[src/rtl/clk_period_meter.sv]
// Measures high time, low time and period of a slow asynchronous square wave in clk cycles,
// with frequency-lock and loss-of-signal indication.
`timescale 1ns/1ps
module clk_period_meter #(
    parameter int CNT_W       = 20,
    parameter int EXPECT_HALF = 250000,
    parameter int TOL         = 16,
    parameter int LOCK_COUNT  = 4,
    parameter int TIMEOUT     = 1000000
) (
    input  logic             clk,
    input  logic             rst_n,
    input  logic             sig_in,
    output logic [CNT_W-1:0] high_time,
    output logic [CNT_W-1:0] low_time,
    output logic [CNT_W:0]   period,
    output logic             meas_valid,
    output logic             period_valid,
    output logic             locked,
    output logic             timeout
);

    localparam int LC_W = $clog2(LOCK_COUNT + 1);
    localparam logic [CNT_W-1:0] EXP_V    = CNT_W'(EXPECT_HALF);
    localparam logic [CNT_W-1:0] TOL_V    = CNT_W'(TOL);
    localparam logic [CNT_W-1:0] TO_LAST  = CNT_W'(TIMEOUT - 1);
    localparam logic [CNT_W-1:0] CNT_MAX  = '1;
    localparam logic [LC_W-1:0]  LOCK_MAX = LC_W'(LOCK_COUNT);

    typedef enum logic [1:0] {S_IDLE, S_ARMED, S_TIMEOUT} state_t;

    state_t            state, state_next;
    logic              sig_meta, sig_s, sig_d;
    logic              edge_det;
    logic              timeout_hit;
    logic              capture;
    logic              enter_timeout;
    logic              high_seen;
    logic [CNT_W-1:0]  cnt;
    logic [CNT_W-1:0]  half;
    logic [LC_W-1:0]   lock_cnt;
    logic [LC_W-1:0]   lock_next;

    // Half-period within tolerance; the difference is formed one bit wider so it cannot wrap.
    function automatic logic in_tol(input logic [CNT_W-1:0] h);
        logic signed [CNT_W:0] diff;
        diff = $signed({1'b0, h}) - $signed({1'b0, EXP_V});
        if (diff < 0) diff = -diff;
        return diff <= $signed({1'b0, TOL_V});
    endfunction

    function automatic logic [LC_W-1:0] sat_inc(input logic [LC_W-1:0] v);
        return (v == LOCK_MAX) ? v : v + 1'b1;
    endfunction

    // Synchronizer and edge detect
    always_ff @(posedge clk) begin
        if (!rst_n) begin
            sig_meta <= 1'b0;
            sig_s    <= 1'b0;
            sig_d    <= 1'b0;
        end else begin
            sig_meta <= sig_in;
            sig_s    <= sig_meta;
            sig_d    <= sig_s;
        end
    end

    assign edge_det    = sig_s ^ sig_d;
    assign half        = cnt + 1'b1;
    assign timeout_hit = (cnt == TO_LAST) && !edge_det;
    assign lock_next   = sat_inc(lock_cnt);

    always_ff @(posedge clk) begin
        if (!rst_n) state <= S_IDLE;
        else        state <= state_next;
    end

    always_comb begin
        state_next    = state;
        capture       = 1'b0;
        enter_timeout = 1'b0;
        case (state)
            S_IDLE: begin
                if (edge_det) begin
                    state_next = S_ARMED;
                end else if (timeout_hit) begin
                    state_next    = S_TIMEOUT;
                    enter_timeout = 1'b1;
                end
            end
            S_ARMED: begin
                if (edge_det) begin
                    capture = 1'b1;
                end else if (timeout_hit) begin
                    state_next    = S_TIMEOUT;
                    enter_timeout = 1'b1;
                end
            end
            S_TIMEOUT: begin
                if (edge_det) state_next = S_ARMED;
            end
            default: state_next = S_IDLE;
        endcase
    end

    // Counter, capture registers and lock tracking
    always_ff @(posedge clk) begin
        if (!rst_n) begin
            cnt          <= '0;
            high_time    <= '0;
            low_time     <= '0;
            period       <= '0;
            meas_valid   <= 1'b0;
            period_valid <= 1'b0;
            locked       <= 1'b0;
            timeout      <= 1'b0;
            high_seen    <= 1'b0;
            lock_cnt     <= '0;
        end else begin
            meas_valid   <= 1'b0;
            period_valid <= 1'b0;
            // Saturate so a dead input parked in TIMEOUT never wraps back into range.
            if (edge_det)            cnt <= '0;
            else if (cnt != CNT_MAX) cnt <= cnt + 1'b1;

            if (capture) begin
                meas_valid <= 1'b1;
                timeout    <= 1'b0;
                if (!sig_s) begin
                    high_time <= half;
                    high_seen <= 1'b1;
                end else begin
                    low_time <= half;
                    if (high_seen) begin
                        period       <= {1'b0, high_time} + {1'b0, half};
                        period_valid <= 1'b1;
                    end
                end
                if (in_tol(half)) begin
                    lock_cnt <= lock_next;
                    locked   <= (lock_next == LOCK_MAX);
                end else begin
                    lock_cnt <= '0;
                    locked   <= 1'b0;
                end
            end

            if (enter_timeout) begin
                timeout   <= 1'b1;
                locked    <= 1'b0;
                lock_cnt  <= '0;
                high_seen <= 1'b0;
            end
        end
    end

endmodule
[config.mk]
export PLATFORM = sky130hd
export DESIGN_NAME = clk_period_meter
export DESIGN_NICKNAME = d
export VERILOG_FILES = /design/src/rtl/clk_period_meter.sv
export SDC_FILE = /design/constraint.sdc
export NUM_CORES = 1
export LEC_CHECK = 0
export BUFFER_PORTS_ARGS = -buffer_cell sky130_fd_sc_hd__buf_2
export CAP_MARGIN = 20
export CORE_UTILIZATION = 28
export CTS_BUF_LIST = sky130_fd_sc_hd__clkbuf_4 sky130_fd_sc_hd__clkbuf_8
export CTS_CLUSTER_DIAMETER = 150
export DETAILED_ROUTE_END_ITERATION = 12
export HOLD_SLACK_MARGIN = 0.06
export PLACE_DENSITY_LB_ADDON = 0.15
export SLEW_MARGIN = 15
export SYNTH_ARGS = -nofsm -noshare
export SYNTH_HDL_FRONTEND = slang
export SYNTH_SLANG_ARGS = --single-unit
[constraint.sdc]
create_clock -name clk -period 3.7 [get_ports clk]
set_input_delay 0.37 -clock clk [delete_from_list [all_inputs] [get_ports clk]]
set_output_delay 0.37 -clock clk [all_outputs]
set_load 0.02 [all_outputs]
==> key figures, run 1 <==
STA
  • Final Hold Slack: 199 ps
  • Number of hold violations in the final report: 0
  • Setup repair after global routing missed its margin: yes
  • Clock Skew: 11.8 ps
  • Period minus WS final: about 3600 ps
  • Final count of pins violating max slew: 0
  • Max_slew headroom: 0.412
  • Final setup slack of the worst path: about 140 ps
  • Transition at the pin with the smallest max-transition slack: ~880 ps
  • Final critical-path share of the clock period: 0.962
  • Number of setup violations in the final report: 0
  • Max Freq: 281 MHz

Power
  • Worst vdd rail ir drop: between 0.15 and 0.2 mV
  • Power per cell area: 260 nW/um^2
  • Standby leakage power: 0.00315 uW

Run status
  • Status: finished clean

Final layout
  • Antenna diode instance count: 0
  • Number of standard cells in the final layout excluding fillers: ~1100
  • Final net count: approximately 870
  • Proportion of layout cells with a drive suffix above 1: 0.313
  • P&R area growth vs syn: 30.4%

Worst setup path
  • Reg-to-reg endpoint: lock_cnt[0]
  • Buf+Inv Stages, Crit Path: 2
  • Element type at the critical path end: flop
  • Kind of launch point of the worst setup path: flop
  • Worst setup path startpoint: cnt[1]
  • Slowest cell on the critical path: or3_4
  • Destination of the critical timing path: lock_cnt[0]
  • Slowest Stage Delay on Critical Path: 410 ps
  • Crit path cell chain: ha_4, and3_4, xnor2_4, ha_4, nor2b_2, a311oi_2, buf_4, a311oi_4, xnor2_2, or3_4, a211oi_4, a21o_1, a22oi_2, a2111oi_4, buf_4, nand4b_1, a31oi_1
  • Worst Path Max Fanout: 6
  • Worst Setup Path Type: reg2reg
  • R2R depth: 17
  • Number of cells on the critical path: 17
  • Minimum setup slack among reg-to-reg paths: 140 ps
  • Largest delay share family, worst path: compound AO/OA/AOI/OAI gates
  • Startpoint of the worst register-to-register path: cnt[1]
  • Crit path DAT: 3880 ps
  • Critical path data required time: 4020 ps

Placement
  • Detailed-placement wirelength estimate: around 14000 um
  • Cell Count Post-Placement: between 1000 and 1500
  • Global placer's final weighted congestion: about 0.86
  • Port bufs: 67
  • Post-Place Setup Slack: -169 ps

Floorplanning
  • Total core area: 20500 sq um
  • Width of the die: 148 um
  • I/O pin total: 68
  • Vert. Die Dim: 148 um
  • Number of cell rows: between 50 and 60
  • Die Footprint: 21800 sq um
  • Initial Util: 0.290

Clock network
  • Reg clk slew, reported paths: 100 ps
  • Clock Latency Late Sink: 380 ps
  • TritonCTS buffer count: 9
  • CTS tree: done
  • Worst-case clock buffer depth: 2
  • Clock H-tree levels: 3
  • Sinks on the clock net: 94
  • Hold bufs inserted after CTS: 0
  • Clock tree root buffer cell: clkbuf_8

Min path
  • Class of the tightest hold or removal check: in2reg

Flow run
  • Count of max-cap constraint violations: 0

Routing
  • Total wire length: around 18000 um
  • Number of nets with antenna violations after detailed routing: 0
  • Total via count in the routed design: 5784
  • Drt wl/cell: 16.5 um
  • Number of design-rule violations left by the first detailed-router iteration: between 200 and 300
  • Detailed-routing iteration count for the pre-antenna-repair pass: 4
  • Routed vias/inst: between 5 and 6
  • Post-route DRC: 0

Yosys
  • Yosys synthesis warning count: 0
  • Share of async-settable or async-resettable flops after synthesis: 0
  • Register bit total from synthesis: 94
  • Dominant cell type by area after synthesis: dfxtp_1
  • Most instantiated flip-flop cell in the synthesis netlist: dfxtp_1
  • Netlist cell types: 86
  • Post-synth net total: 738
  • Combined area of all synthesized cells: 5940 sq um
  • Commonest cells post-synth: dfxtp_1, nor2_1, a21oi_1, nand2_1, a211oi_1
  • Number of synthesized flops with an enable pin: 0
  • Gate count after technology mapping: 714
  • Avg Cell Area, Syn: 8.32 sq um
  • Share of synthesized area occupied by flip-flops and latches: 0.317
  • Most common cell in the netlist: dfxtp_1
  • Area contributors post-synth: dfxtp_1, a211oi_1, nor2_1, xnor2_1, a21oi_1
  • Fraction of synthesized cell area taken by the top area cell type: 0.317

Global route
  • Aggregate global routing overflow: 0
  • Layer carrying the most global-route usage: met2
  • Maximum number of pins on one net before global-route repair: 41
  • Via count of the first global-routing pass: between 5000 and 6000
  • Met3 GRT Util: 0.0198
  • Number of antenna violations at the first check in global routing: 0
  • Routing usage on met1: 0.225
  • Global-route wire length before repair: 29200 um
  • Total global-route track usage: 0.169
  • Global routing usage on met2: 0.281
-- state kept, by name (all words and copies together), names as in the netlist --
register	flops
cnt	20
high_seen	1
high_time	20
lock_cnt	3
locked	1
low_time	20
meas_valid	1
period	21
period_valid	1
sig_d	1
sig_meta	1
sig_s	1
state	2
timeout	1
-- layout by cell type (no fill, tap or decap), types with 13 or more instances in the layout --
master,count
nand2_1,52
buf_4,91
nor3_1,14
and2_1,14
xor2_1,13
nand3_1,19
a21oi_1,53
inv_1,20
xnor2_1,27
buf_2,67
dfxtp_1,90
ha_1,16
nor2_1,85
a211oi_1,46
-- routing by layer --
layer | vias up | routed length [um]
li1 | 2876 | -
met1 | 2773 | 8960
met2 | 114 | 8540
met3 | 21 | 576
met4 | 0 | 352
met5 | - | 0
-- report_power, final --
part	internal [uW]	switching [uW]	leakage (uW)	total [uW]
Clock	471	374	0.000125	845
Sequential	1020	14.1	0.000761	1040
Combinational	51.5	79.5	0.00226	131
Total	1550	467	0.00315	2010
-- final cells by class --
class	instances	area [sq um]
sequential	94	1890
clock buffer	12	146
inverter	24	95.1
fill	2110	12700
clock inverter	4	95.1
timing repair buffer	162	1070
tap	270	338
multi-input combinational	552	4110
-- cell families (layout without fill, tap and decap cells) --
family / count (synthesis) / in the layout / synth area share
muxes: 10 / 10 / 0.0171
and+or+nand+nor: 268 / 268 / 0.242
xor gates and xnor gates: 52 / 52 / 0.0823
AOI/OAI and AO/OA: 198 / 198 / 0.239
adders and majority gates: 24 / 24 / 0.0505
DFF: 94 / 94 / 0.317
buffers and inverters: 68 / 202 / 0.0526
-- repair_timing --
| item | 4_1_cts | 5_1_grt |
|---|---|---|
| setup endpoints to repair | 8 | 9 |
| pin swaps | 12 | 32 |
| setup buffers | 5 | 8 |
| gates resized for setup | 15 | 45 |
-- worst min-delay path by stage --
stage	slack, ps	to	cells after the start	start
2_1_floorplan	410	sig_s	1	sig_meta
3_3_place_gp	420	sig_s	1	sig_meta
3_5_place_dp	430	sig_s	1	sig_meta
4_1_cts	180	sig_meta	2	sig_in
5_1_grt	200	sig_meta	2	sig_in
6_report	200	sig_meta	2	sig_in
-- per-stage QoR --
stage	utilization	total power (uW)	setup TNS (ps)	instance area, sq um
CTS	0.364	2030	-5.31	7450
global placement	0.346	1180	-86.8	7090
floorplan	-	1140	-4.71	6020
global route	0.378	2090	-114	7750
detailed placement	0.346	1180	-600	7090
finish	0.378	2010	0	7750
Power figures use the tool's default switching activity.
==> run 2, diff against run 1 <==
- MAX_ROUTING_LAYER: not set -> met4
==> run 2 against run 1 <==
Routed wire length down 1.5%. Critical path depth rose by 2. First-iteration DRC count is 9.3% higher. Via count down 1.7%. Largest power group unchanged. Flip-flop and latch count did not move.
==> key figures, run 2 (same netlist as run 1, synthesis figures left out) <==
Routing
  • Total via count in the routed design: 5686 (-1.7%)
  • Routed vias/inst: 5.12 (-1.1%)
  • Number of nets with antenna violations after detailed routing: 0 (unchanged)
  • Total wire length: 18200 um (-1.5%)
  • Drt wl/cell: 16.3 um (-0.84%)
  • Detailed-routing iteration count for the pre-antenna-repair pass: 5 (+1)
  • Post-route DRC: 0 (unchanged)
  • Number of design-rule violations left by the first detailed-router iteration: 306 (+9.3%)

Worst setup path
  • Kind of launch point of the worst setup path: flop
  • Worst Setup Path Type: reg2reg
  • Largest delay share family, worst path: simple AND/OR/NAND/NOR gates
  • Buf+Inv Stages, Crit Path: 4 (+2)
  • Worst Path Max Fanout: 6 (unchanged)
  • Slowest cell on the critical path: dfxtp_4
  • Crit path cell chain: ha_4, and3_4, xnor2_4, ha_4, buf_4, and2_1, o211ai_1, nand2_2, buf_4, buf_4, nor3_4, nand3_2, nor3_4, and3_1, nor3_1, a2111oi_4, buf_4, nand4b_1, a31oi_1
  • Most used cell, CP: buf_4
  • Critical path data required time: 4010 ps (about the same)
  • Crit path DAT: 3920 ps (+40 ps)
  • Slowest Stage Delay on Critical Path: 380 ps (-30 ps)
  • Element type at the critical path end: flop

Placement
  • Global placer's final weighted congestion: 0.866 (+0.57%)
  • Port bufs: 67 (unchanged)
  • Cell Count Post-Placement: 1088 (-0.092%)
  • Detailed-placement wirelength estimate: 14000 um (-2.3%)

STA
  • Max_slew headroom: 0.400 (-0.0122)
  • Final count of pins violating max slew: 0 (unchanged)
  • Final critical-path share of the clock period: 0.976 (+0.0146)
  • Transition at the pin with the smallest max-transition slack: 900 ps (+18.3 ps)
  • Setup repair after global routing missed its margin: yes
  • Period minus WS final: 3610 ps (+54.0 ps)
  • Number of hold violations in the final report: 0 (unchanged)
  • Number of setup violations in the final report: 0 (unchanged)
  • Max Freq: 277 MHz (-1.5%)
  • Final Hold Slack: 206 ps (+7.13 ps)
  • Clock Skew: 18.7 ps (+6.90 ps)

Power
  • P_sw: 482 uW (+3.1%)
  • Worst vdd rail ir drop: 0.143 mV (-20%)
  • Clock network fraction of design power: 0.390 (-0.030)
  • Power Internal: 1430 uW (-7.2%)
  • Standby leakage power: 0.00310 uW (-1.5%)
  • Switching share of power: 0.251 (+0.0193)
  • Combinational Power Share: 0.069 (+0.004)
  • Sequential Power Share: 0.541 (+0.026)
  • Power per cell area: 251 nW/um^2 (-3.5%)

Floorplanning
  • Die Footprint: 21800 sq um (unchanged)
  • Vert. Die Dim: 148 um (unchanged)
  • Width of the die: 148 um (unchanged)
  • Number of cell rows: 52 (unchanged)
  • I/O pin total: 68 (unchanged)
  • Total core area: 20500 sq um (unchanged)
  • Initial Util: 0.290 (unchanged)

Clock network
  • Clock Latency Late Sink: 380 ps (about the same)
  • Reg clk slew, reported paths: 100 ps (about the same)
  • TritonCTS buffer count: 9 (unchanged)
  • Worst-case clock buffer depth: 2 (unchanged)
  • Clock H-tree levels: 3 (unchanged)
  • Sinks on the clock net: 94 (unchanged)
  • Clock tree root buffer cell: clkbuf_8
  • CTS tree: done
  • Hold bufs inserted after CTS: 0 (unchanged)

Global route
  • Maximum number of pins on one net before global-route repair: 61 (+49%)
  • Global-route wire length before repair: 28600 um (-2.2%)
  • Total global-route track usage: 0.170 (+0.000920)
  • Aggregate global routing overflow: 0 (unchanged)
  • Via count of the first global-routing pass: 5362 (-3.7%)
  • Number of antenna violations at the first check in global routing: 0 (unchanged)

Final layout
  • Number of standard cells in the final layout excluding fillers: 1111 (-0.63%)
  • Antenna diode instance count: 0 (unchanged)
  • Max FFs per register: 21 (unchanged)
  • Commonest non-fill, non-tap cells in the layout: dfxtp_1, nor2_1, buf_4
  • P&R area growth vs syn: 28.6%
  • Proportion of layout cells with a drive suffix above 1: 0.297 (-0.0152)
  • Most common cell after layout, fill and taps aside: dfxtp_1
  • Final net count: 860 (-0.81%)
  • Most flops, register: period

Run status
  • Status: finished clean

Min path
  • Class of the tightest hold or removal check: in2reg

Flow run
  • Count of max-cap constraint violations: 0 (unchanged)
run 2: cell types whose count changed in the layout (fill, tap and decap cells not counted), moves of 3 or more:
cell / change
buf_4: -6
xnor2_2: -6
nor3_2: -4
nor3_1: +3
o21ai_0: -3
o21ai_1: +3
xnor2_1: +3
xnor2_4: +3
run 2: cell type report:
cell class / instances / area (sq um)
well taps: 270 / 338
fillers: 2115 / 12900
multi-input cells: 552 / 4090
inverters: 24 / 95.1
repair buffers: 155 / 1020
clock buffers: 12 / 159
clock inverters: 4 / 55.1
flip-flops and latches: 94 / 1890
run 2: repair_timing:
item                       4_1_cts  5_1_grt
gates resized for setup         21       34
pin swaps                       13       25
setup buffers                    6        1
setup endpoints to repair        7        9
run 2: path summary, 6_finish.rpt:
| kind | to | startpoint | depth (start not counted) | slack (ps) |
|---|---|---|---|---|
| max | lock_cnt[0] | cnt[1] | 19 | 90 |
| min | sig_meta | sig_in | 2 | 210 |
| max reg2reg | lock_cnt[0] | cnt[1] | 19 | 90 |
| min reg2reg | period[16] | period[16] | 2 | 450 |
run 2: per-layer routing:
layer	up-vias	track usage	routed length [um]
li1	2868	-	-
met4	0	0.0479	259
met5	-	-	0
met3	19	0.0198	521
met1	2684	0.225	8970
met2	115	0.274	8410
run 2: power by group through the flow:
stage	combinational [uW]	clock, uW	sequential (uW)
final	132	746	1040
after global routing	143	799	1040
after CTS	130	773	1040
after detailed placement	124	0	1060
after global placement	123	0	1060
after floorplan	75.2	0	1060
run 2: through the flow:
| stage | power, uW | util | area [sq um] | setup WS, ps | TNS, ps |
|---|---|---|---|---|---|
| global route | 1980 | 0.373 | 7640 | -151 | -510 |
| global placement | 1180 | 0.346 | 7080 | -38.8 | -82.6 |
| finish | 1920 | 0.373 | 7640 | 87.0 | 0 |
| CTS | 1940 | 0.364 | 7460 | 2.81 | 0 |
| floorplan | 1140 | - | 6020 | -4.71 | -4.71 |
| detailed placement | 1180 | 0.346 | 7080 | -145 | -505 |
